`config.mk`:
```
export PLATFORM = sky130hd
export DESIGN_NAME = unsigned_mul_8x8_ha_array_reduce
export DESIGN_NICKNAME = d
export VERILOG_FILES = /design/src/rtl/unsigned_mul_8x8_ha_array_reduce_pkg.sv /design/src/rtl/unsigned_mul_8x8_ha_array_reduce_ha_group_value.sv /design/src/rtl/unsigned_mul_8x8_ha_array_reduce.sv
export SDC_FILE = /design/constraint.sdc
export NUM_CORES = 1
export LEC_CHECK = 0
export CAP_MARGIN = 10
export CORE_ASPECT_RATIO = 1.1
export CORE_MARGIN = 5
export CORE_UTILIZATION = 50
export DETAILED_ROUTE_END_ITERATION = 10
export PLACE_DENSITY = 0.81
export SYNTH_ARGS = -nofsm -noshare
export SYNTH_HDL_FRONTEND = slang
export SYNTH_SLANG_ARGS = --single-unit
```
`constraint.sdc`:
```
create_clock -name clk -period 4.4 [get_ports clk]
set_input_delay 0.44 -clock clk [delete_from_list [all_inputs] [get_ports clk]]
set_output_delay 0.44 -clock clk [all_outputs]
set_load 0.01 [all_outputs]
```
`src/rtl/unsigned_mul_8x8_ha_array_reduce_pkg.sv`:
```
// Shared widths and row type for the half-adder array reduction
// that follows the 8x8 partial-product stage.
package unsigned_mul_8x8_ha_array_reduce_pkg;

   localparam int NUM_GROUPS = 4;
   localparam int B_W        = 7;
   localparam int T_W        = 9;
   localparam int G_SHIFT    = 2;
   localparam int PROD_W     = 16;
   localparam int G_W        = 10;
   // Pair sums reach 1019 + 4*1019 = 5095, so they need 13 bits to stay exact.
   localparam int P_W        = 13;
   localparam int S_W        = PROD_W + 1;

   typedef struct packed {
      logic [B_W-1:0] b;
      logic [T_W-1:0] t;
   } ha_row_t;

endpackage

```
`src/rtl/unsigned_mul_8x8_ha_array_reduce_ha_group_value.sv`:
```
// One group value: sum row plus the carry row weighted by 4.
module ha_group_value
   import unsigned_mul_8x8_ha_array_reduce_pkg::*;
(
   input  ha_row_t        row,
   output logic [G_W-1:0] g
);

   assign g = G_W'(row.t) + (G_W'(row.b) << G_SHIFT);

endmodule

```
`src/rtl/unsigned_mul_8x8_ha_array_reduce.sv`:
```
// Two-stage valid/ready reduction of four half-adder row groups into a
// 16-bit product plus the carry-out bit of the 17-bit sum.
module unsigned_mul_8x8_ha_array_reduce
   import unsigned_mul_8x8_ha_array_reduce_pkg::*;
(
   input  logic              clk,
   input  logic              rst,
   input  logic              in_valid,
   output logic              in_ready,
   input  logic [B_W-1:0]    ha_array_0_b,
   input  logic [B_W-1:0]    ha_array_1_b,
   input  logic [B_W-1:0]    ha_array_2_b,
   input  logic [B_W-1:0]    ha_array_3_b,
   input  logic [T_W-1:0]    ha_array_0_t,
   input  logic [T_W-1:0]    ha_array_1_t,
   input  logic [T_W-1:0]    ha_array_2_t,
   input  logic [T_W-1:0]    ha_array_3_t,
   output logic              out_valid,
   input  logic              out_ready,
   output logic [PROD_W-1:0] product,
   output logic              product_ovf
);

   ha_row_t [NUM_GROUPS-1:0]         rows;
   logic    [NUM_GROUPS-1:0][G_W-1:0] g;

   assign rows[0] = '{ha_array_0_b, ha_array_0_t};
   assign rows[1] = '{ha_array_1_b, ha_array_1_t};
   assign rows[2] = '{ha_array_2_b, ha_array_2_t};
   assign rows[3] = '{ha_array_3_b, ha_array_3_t};

   for (genvar i = 0; i < NUM_GROUPS; i++) begin : g_grp
      ha_group_value u_grp (
         .row (rows[i]),
         .g   (g[i])
      );
   end

   logic           s1_valid;
   logic [P_W-1:0] p01;
   logic [P_W-1:0] p23;
   logic           s2_free;
   logic [S_W-1:0] s_sum;

   assign s2_free  = !out_valid || out_ready;
   assign in_ready = !s1_valid || s2_free;
   assign s_sum    = S_W'(p01) + (S_W'(p23) << (2 * G_SHIFT));

   always_ff @(posedge clk) begin
      if (rst) begin
         s1_valid    <= 1'b0;
         p01         <= '0;
         p23         <= '0;
         out_valid   <= 1'b0;
         product     <= '0;
         product_ovf <= 1'b0;
      end else begin
         // Stage 2 drains first so stage 1 can refill on the same edge.
         if (s2_free) begin
            out_valid <= s1_valid;
            if (s1_valid) {product_ovf, product} <= s_sum;
         end
         if (in_ready) begin
            s1_valid <= in_valid;
            if (in_valid) begin
               p01 <= P_W'(g[0]) + (P_W'(g[1]) << G_SHIFT);
               p23 <= P_W'(g[2]) + (P_W'(g[3]) << G_SHIFT);
            end
         end
      end
   end

endmodule

```
Word level (Yosys, flattened, before mapping)
Index checks and enable logic that the tools add are counted.
{"block": "word_totals", "elab_cells": 19, "output_inout_bits": 19, "in_bits": 68, "register_bits": 45}
{"block": "op_classes", "addsub": 7, "n_reduce_logical": 6}
{"operator": "9-bit by 9-bit adder with 10-bit output", "n": 4}
{"operator": "10-bit by 12-bit adder with 13-bit output", "n": 2}
{"operator": "13-bit by 17-bit adder with 17-bit output", "n": 1}
{"operator": "2-bit AND reduction", "n": 2}
{"operator": "1-bit logical NOT", "n": 2}
{"operator": "1-bit logical OR", "n": 2}

Logic depth before layout (Yosys ltp)
{"block": "logic_depth", "ltp_word": 4, "depth_mapped": 14, "depth_no_buf": 14}

Hierarchy
A second synthesis with hierarchy kept.
{"block": "unflattened", "cells_unflattened": 509, "area_unflattened_um2": 4065.1}
{"mod": "unsigned_mul_8x8_ha_array_reduce", "seq_area_each_um2": 900.9, "area_each_um2": 2875.3, "instances": 1, "cells_per_inst": 352}
{"mod": "ha_group_value (g_grp[1].u_grp ...)", "seq_area_each_um2": 0.0, "area_each_um2": 301.5, "instances": 2, "cells_per_inst": 39}
{"mod": "ha_group_value (g_grp[0].u_grp)", "seq_area_each_um2": 0.0, "area_each_um2": 295.3, "instances": 1, "cells_per_inst": 39}
{"mod": "ha_group_value (g_grp[3].u_grp)", "seq_area_each_um2": 0.0, "area_each_um2": 291.5, "instances": 1, "cells_per_inst": 40}

Worst setup path before layout
No wires, ideal clock.
{"block": "synth_timing", "path_kind": "input to register", "from": "in ha_array_3_b[0]", "to": "reg p23[12]", "setup_time_ns": 0.070, "cell_stages": 11, "required_time_ns": 4.330, "path_buffers": 0, "setup_slack_ns": 1.198, "arrival_ns": 3.132, "cell_sequence": "ha_1 fa_1 a21o_1 a21oi_1 xnor2_1 fa_1 ha_1 o21a_1 o22ai_1 or4b_1 a21oi_1"}
{"block": "synth_via", "elab_chain_cells": 2}
{"item": "from (decl)", "line": "unsigned_mul_8x8_ha_array_reduce.sv:13", "text": "input logic [B_W-1:0] ha_array_3_b,"}
{"item": "9-bit by 9-bit adder with 10-bit output", "line": "unsigned_mul_8x8_ha_array_reduce_ha_group_value.sv:9", "text": "assign g = G_W'(row.t) + (G_W'(row.b) << G_SHIFT);"}
{"item": "10-bit by 12-bit adder with 13-bit output", "line": "unsigned_mul_8x8_ha_array_reduce.sv:67", "text": "p23 <= P_W'(g[2]) + (P_W'(g[3]) << G_SHIFT);"}
{"item": "to (signal assigned)", "line": "unsigned_mul_8x8_ha_array_reduce.sv:67"}
{"item": "to (decl)", "line": "unsigned_mul_8x8_ha_array_reduce.sv:41", "text": "logic [P_W-1:0] p23;"}
No other way between the ends.
A chain may end at the register's enable or synchronous reset.

Worst setup path after layout
{"block": "layout_timing", "from": "in ha_array_1_t[2]", "to": "reg p01[12]"}
{"block": "layout_via", "elab_chain_cells": 2}
{"item": "from (decl)", "line": "unsigned_mul_8x8_ha_array_reduce.sv:15", "text": "input logic [T_W-1:0] ha_array_1_t,"}
{"item": "9-bit by 9-bit adder with 10-bit output", "line": "unsigned_mul_8x8_ha_array_reduce_ha_group_value.sv:9"}
{"item": "10-bit by 12-bit adder with 13-bit output", "line": "unsigned_mul_8x8_ha_array_reduce.sv:66", "text": "p01 <= P_W'(g[0]) + (P_W'(g[1]) << G_SHIFT);"}
{"item": "to (signal assigned)", "line": "unsigned_mul_8x8_ha_array_reduce.sv:66"}
{"item": "to (decl)", "line": "unsigned_mul_8x8_ha_array_reduce.sv:40", "text": "logic [P_W-1:0] p01;"}
No other way between the ends.

==> impl_metrics.json <==
{
  "wl_per_cell_um": 12.4,
  "yosysTopAreaCell": "dfxtp_1",
  "grt_antenna_before_repair": 0,
  "synth_area_um2": 3480,
  "synthCells": 403,
  "synth-seq-cells": 45,
  "grt_max_degree": 27,
  "firstDrtPassIters": 4,
  "slew_violations": 0,
  "final_area_um2": 4480,
  "finalHoldViolations": 0,
  "startpoint_type": "input port",
  "antenna_cells": 0,
  "grt_pass1_wl_um": 12500,
  "gr-total-overflow": 0,
  "cts_tree": "yes",
  "drt-total-wl_um": 7030,
  "fin_nets": 608,
  "outcome": "completed",
  "internal-power_uw": 921,
  "period_share_pct": 81.1,
  "path_max_fanout": 3,
  "end_kind": "flop",
  "htreeDepth": 2,
  "vias": 3024,
  "fmax_mhz": 280,
  "rsz0062_at_grt": "false",
  "layout_min_cycle_time_ns": 3.57,
  "gp_congestion": 0.873,
  "p_seq_share_pct": 34.7,
  "cp.depth": 14,
  "grt_pass1_vias": 3096,
  "path_cells": "clkdlybuf4s50_1 > ha_1 > inv_1 > fa_1 > nand2b_1 > nand2b_1 > a21oi_1 > xnor2_1 > fa_1 > ha_1 > o21a_1 > o22ai_1 > or4b_1 > a21oi_1",
  "layout-drive-gt1-share_pct": 3.51,
  "crit_arrival_ns": 3.78,
  "grt_usage_pct": 17.1,
  "synth-seq-area-share_pct": 25.9,
  "synth-main-ff-cell": "dfxtp_1",
  "drtAntennaViolNets": 0,
  "port_buffers": 86,
  "min_path_type": "reg -> reg",
  "postPlaceCellArea_um2": 4400,
  "synth_area_leaders": "dfxtp_1 (26%), ha_1 (13%), fa_1 (11%)",
  "vias_per_cell": 5.33,
  "place_hpwl_um": 6010,
  "synth_warnings": 0,
  "drt_iter0_markers": 91,
  "die_x_um": 89.5,
  "hold_depth": 2,
  "critPathTopFamily": "adder cells",
  "clock_sinks": 45,
  "cts-buffers-inserted": 5,
  "p_per_area_nw_per_um2": 317,
  "worstSetupPathType": "in -> reg",
  "clock_latency_ns": 0.29,
  "leakagePower_uw": 0.00183,
  "post_cts_buffers": 0,
  "synth-edff-count": 0,
  "clk_path_buf_depth": 2,
  "avgSynthCellArea_um2": 8.63,
  "synthArstFlopShare_pct": 0,
  "core_um2": 6670,
  "cts-root-buf": "clkbuf_8",
  "chipHeight_um": 97.5,
  "relSlewSlack_pct": 42.2,
  "path_buf_inv": 2,
  "peakVddDrop_uv": 174,
  "p_comb_share_pct": 48.5,
  "rows": 31,
  "power.total_uw": 1420,
  "worstMarginPinSlew_ns": 0.867,
  "floorplan.die_area_um2": 8720,
  "fin_util_pct": 67.2,
  "final.setup.worst_slack_ns": 0.833,
  "yosysMostFrequentCell": "nand2_1",
  "switchingPower_uw": 499,
  "path_clk_slew_ns": 0.08,
  "setup_tns_ns": 0,
  "setup_viol": 0,
  "initial_core_util_pct": 52.1,
  "drcViolationCount": 0,
  "critPathMaxStageDelay_ns": 0.51,
  "cts_hold_buf": 0,
  "ys_top_cells_by_count": "nand2_1 (46), dfxtp_1 (45), a21oi_1 (44)",
  "synth_nets": 527,
  "fin_skew_ns": 0.00244,
  "slowest_stage": "or4b_1",
  "maxCapViolCount": 0,
  "r2r_cells": 9,
  "synth_top_area_share_pct": 25.9,
  "area_delta_synth_final_pct": 29.0,
  "swShare_pct": 35.1,
  "pwr-share-clk_pct": 16.8,
  "pin_count": 87,
  "worstPathRequired_ns": 4.61,
  "preCtsSetupSlack_ns": 0.533,
  "post_cts_resized": 0,
  "yosysUniqueCellTypes": 51
}
[cell usage in the layout, fill, tap and decap left out, types with 6 or more instances in the layout]
cell             count
clkdlybuf4s50_1     86
nor2b_1             13
xnor2_1             16
ha_1                37
o21ai_0              9
dfxtp_1             45
nor3_1               6
o21a_1               7
fa_1                19
inv_1               20
a211oi_1            18
a21oi_1             44
xor2_1               9
nand2_1             46
nor2_1              38
[registers in the layout (all words and copies together) (netlist names)]
register / cells
product: 16
p01: 13
p23: 13
out_valid: 1
product_ovf: 1
s1_valid: 1
[layout make-up]
cell class	count	area, um^2
Multi-Input combinational cell	324	2450
Clock buffer	6	72.6
Clock inverter	2	10.0
Inverter	20	75.1
Fill cell	582	2190
Tap cell	82	103
Timing Repair Buffer	88	876
Sequential cell	45	901
[through the flow]
step                      cells  hold WS [ns]
final                       567         0.452
after global routing        567         0.467
after CTS                   567         0.456
after detailed placement    559         0.445
after global placement      559         0.442
after floorplan             403         0.432
[power groups by stage]
stage	combinational (uW)	sequential, uW	clock, uW
finish	688	493	239
global route	785	500	261
CTS	693	493	247
detailed placement	688	502	0
global placement	671	500	0
floorplan	499	500	0
[path summary, 6_finish.rpt]
check	start	endpoint	slack, ns
worst min-delay path	p01[2]	product[2]	0.45
worst max register to register	p01[4]	product[14]	2.27
worst min register to register	p01[2]	product[2]	0.45
worst max-delay path	ha_array_1_t[2]	p01[12]	0.83
[worst reg2reg max path, cell delays in order (launching register included)]
cell,delay [ns]
dfxtp_1,0.35
ha_1,0.20
inv_1,0.07
fa_1,0.37
nor2b_1,0.16
o21a_1,0.15
o21ai_0,0.13
a21oi_1,0.29
and4_1,0.23
nor3_1,0.05
[routing by layer]
layer	wire length, um	vias up	GRT usage (%)	share of wire, %
li1	-	1585	-	-
met1	3060	1362	20.4	44
met2	3500	66	30.2	50
met3	338	11	2.29	4.8
met4	128	0	6.07	1.8
met5	0	-	0	0
[cells by family after synthesis]
logic type | count (synthesis) | synth area share (%)
flops | 45 | 25.9
buf+inv | 34 | 3.71
simple gates | 132 | 18.4
compound gates | 111 | 21.5
fa+ha+maj | 56 | 24.3
xor+xnor | 25 | 6.30
Note: power is estimated with default switching activity, not from simulation.
==> patch: new RTL, config.mk and constraints unchanged <==
Set the package constant `G_W` to 5 (it was 10).
--- a/src/rtl/unsigned_mul_8x8_ha_array_reduce_pkg.sv
+++ b/src/rtl/unsigned_mul_8x8_ha_array_reduce_pkg.sv
@@ -7,7 +7,7 @@
    localparam int T_W        = 9;
    localparam int G_SHIFT    = 2;
    localparam int PROD_W     = 16;
-   localparam int G_W        = 10;
+   localparam int G_W        = 5;
    // Pair sums reach 1019 + 4*1019 = 5095, so they need 13 bits to stay exact.
    localparam int P_W        = 13;
    localparam int S_W        = PROD_W + 1;
Function: changed (a bounded check fails within 4 cycles, from zero or initial values and one cycle with rst high).
==> patch against the original RTL <==
Combinational power decreased by 71%. Fmax increased by 46%. Via count decreased by 50%. Clock skew increased by 0.0024 ns. Worst setup slack improved by 1.1 ns. Global-route usage decreased by 1.1 points. Final area decreased by 48%. Wire length decreased by 51%. Sequential cell count decreased by 14. Total power decreased by 53%. Synthesized area decreased by 48%. Largest power group is now sequential cells.
==> patch: results (changes against the original RTL) <==
metric,value,unit,change
top post-synthesis cells by area,"dfxtp_1 35%, ha_1 9.8%, fa_1 7.8%",,
Hold Path Sink,product[12],,
Synth Area in Compound Gates,18.49,%,-3.0 points
Crit Path Max Fanout,4,,+1
largest net degree at the start of global routing,31,,+15%
reg2reg path depth,6,,-3
outcome,finished clean,,
"Arr. time, crit path",2.62,ns,-1.16 ns
Worst-Margin Slew,1.022,ns,+0.1542 ns
sequential share of the synthesized area,34.61,%,+8.7 points
clk_lat worst skew,0.32,ns,+0.03 ns
flop2flop setup slack,2.45,ns,+0.18 ns
port bufs,50,,-42%
FF-to-FF End,product[8],,
HPWL Detailed,2.730,mm,-55%
DRT Wirelength,3.430,mm,-51%
Setup WS pre-CTS,1.589,ns,+1.056 ns
Crit-path slowest cell,clkdlybuf4s50_1,,
LEAKAGE,0.9056,nW,-50%
drt first-iter violations,73,,-20%
skew final,0.004844,ns,+0.002401 ns
CTS Root Buffer Type,clkbuf_4,,
Post-Synth XOR/XNOR Area,6.350,%,+0.053 points
DR vias,1522,,-50%
top flop regs,"product (13), p01 (8), p23 (8)",,
Adder-Cell Fraction of Synth Area,17.59,%,-6.7 points
first-pass GRT wire length,6.030,mm,-52%
"top cells by count, synth","34 x nand2_1, 31 x dfxtp_1, 20 x a21oi_1",,
CTS buffer count,5,,unchanged
final net count,338,,-44%
"slowest stage delay, CP",0.40,ns,-0.11 ns
-- patch: cell types whose count changed in the layout (fill, tap and decap cells not counted), sizes merged, moves of 12 or more --
cell and delta:
ha -23, clkdlybuf4s50 -36, a21oi -22, nor2 -27, dfxtp -14, nand2 -12
inv -12, fa -12
-- patch: cells by family after synthesis --
logic type | Yosys count
flops | 31
compound gates | 51
fa+ha+maj | 21
buf+inv | 20
xor+xnor | 13
other cells | 1
simple gates | 64
-- patch: worst reg2reg max path, stage by stage (launching register included) --
cell,delay (ns)
dfxtp_1,0.33
ha_1,0.22
fa_1,0.42
a21o_2,0.24
a21oi_2,0.21
nor4_1,0.08
a311o_1,0.36
-- patch: how the worst max path moves through the flow --
stage / startpoint / end / slack, ns / cells past startpoint
floorplan: ha_array_0_b[0] / p01[6] / 2.13 / 9
global placement: ha_array_0_b[0] / p01[6] / 1.59 / 10
detailed placement: ha_array_0_b[0] / p01[6] / 1.59 / 10
CTS: ha_array_0_b[0] / p01[6] / 1.94 / 10
global route: ha_array_0_t[2] / p01[6] / 1.80 / 10
finish: ha_array_0_b[0] / p01[6] / 1.95 / 10
-- patch: cell type report --
| class | instances | area (µm²) |
|---|---|---|
| multi-input cells | 153 | 1065 |
| fillers | 294 | 1060 |
| flip-flops and latches | 31 | 620.6 |
| repair buffers | 50 | 500.5 |
| well taps | 48 | 60.06 |
| clock buffers | 7 | 45.04 |
| inverters | 8 | 30.03 |
| clock inverters | 1 | 5.005 |
-- patch: metrics by stage --
stage	cells	hold slack (ns)	cell area (µm²)	util [%]
floorplan	204	0.4295	1804	-
global placement	290	0.4370	2276	67.22
detailed placement	290	0.4454	2276	67.22
CTS	298	0.4554	2326	68.70
global route	298	0.4788	2326	68.70
finish	298	0.4522	2326	68.70
-- patch: power breakdown --
group	internal, mW	switching, mW
clock	0.0621	0.0892
sequential	0.302	0.0151
combinational	0.105	0.0933
-- patch: routing by layer --
layer | track usage, % | vias up | wire, µm
li1 | - | 791 | -
met1 | 18.99 | 677 | 1452
met2 | 26.53 | 44 | 1688
met3 | 3.082 | 10 | 208
met4 | 8.784 | 0 | 80
met5 | 0 | - | 0
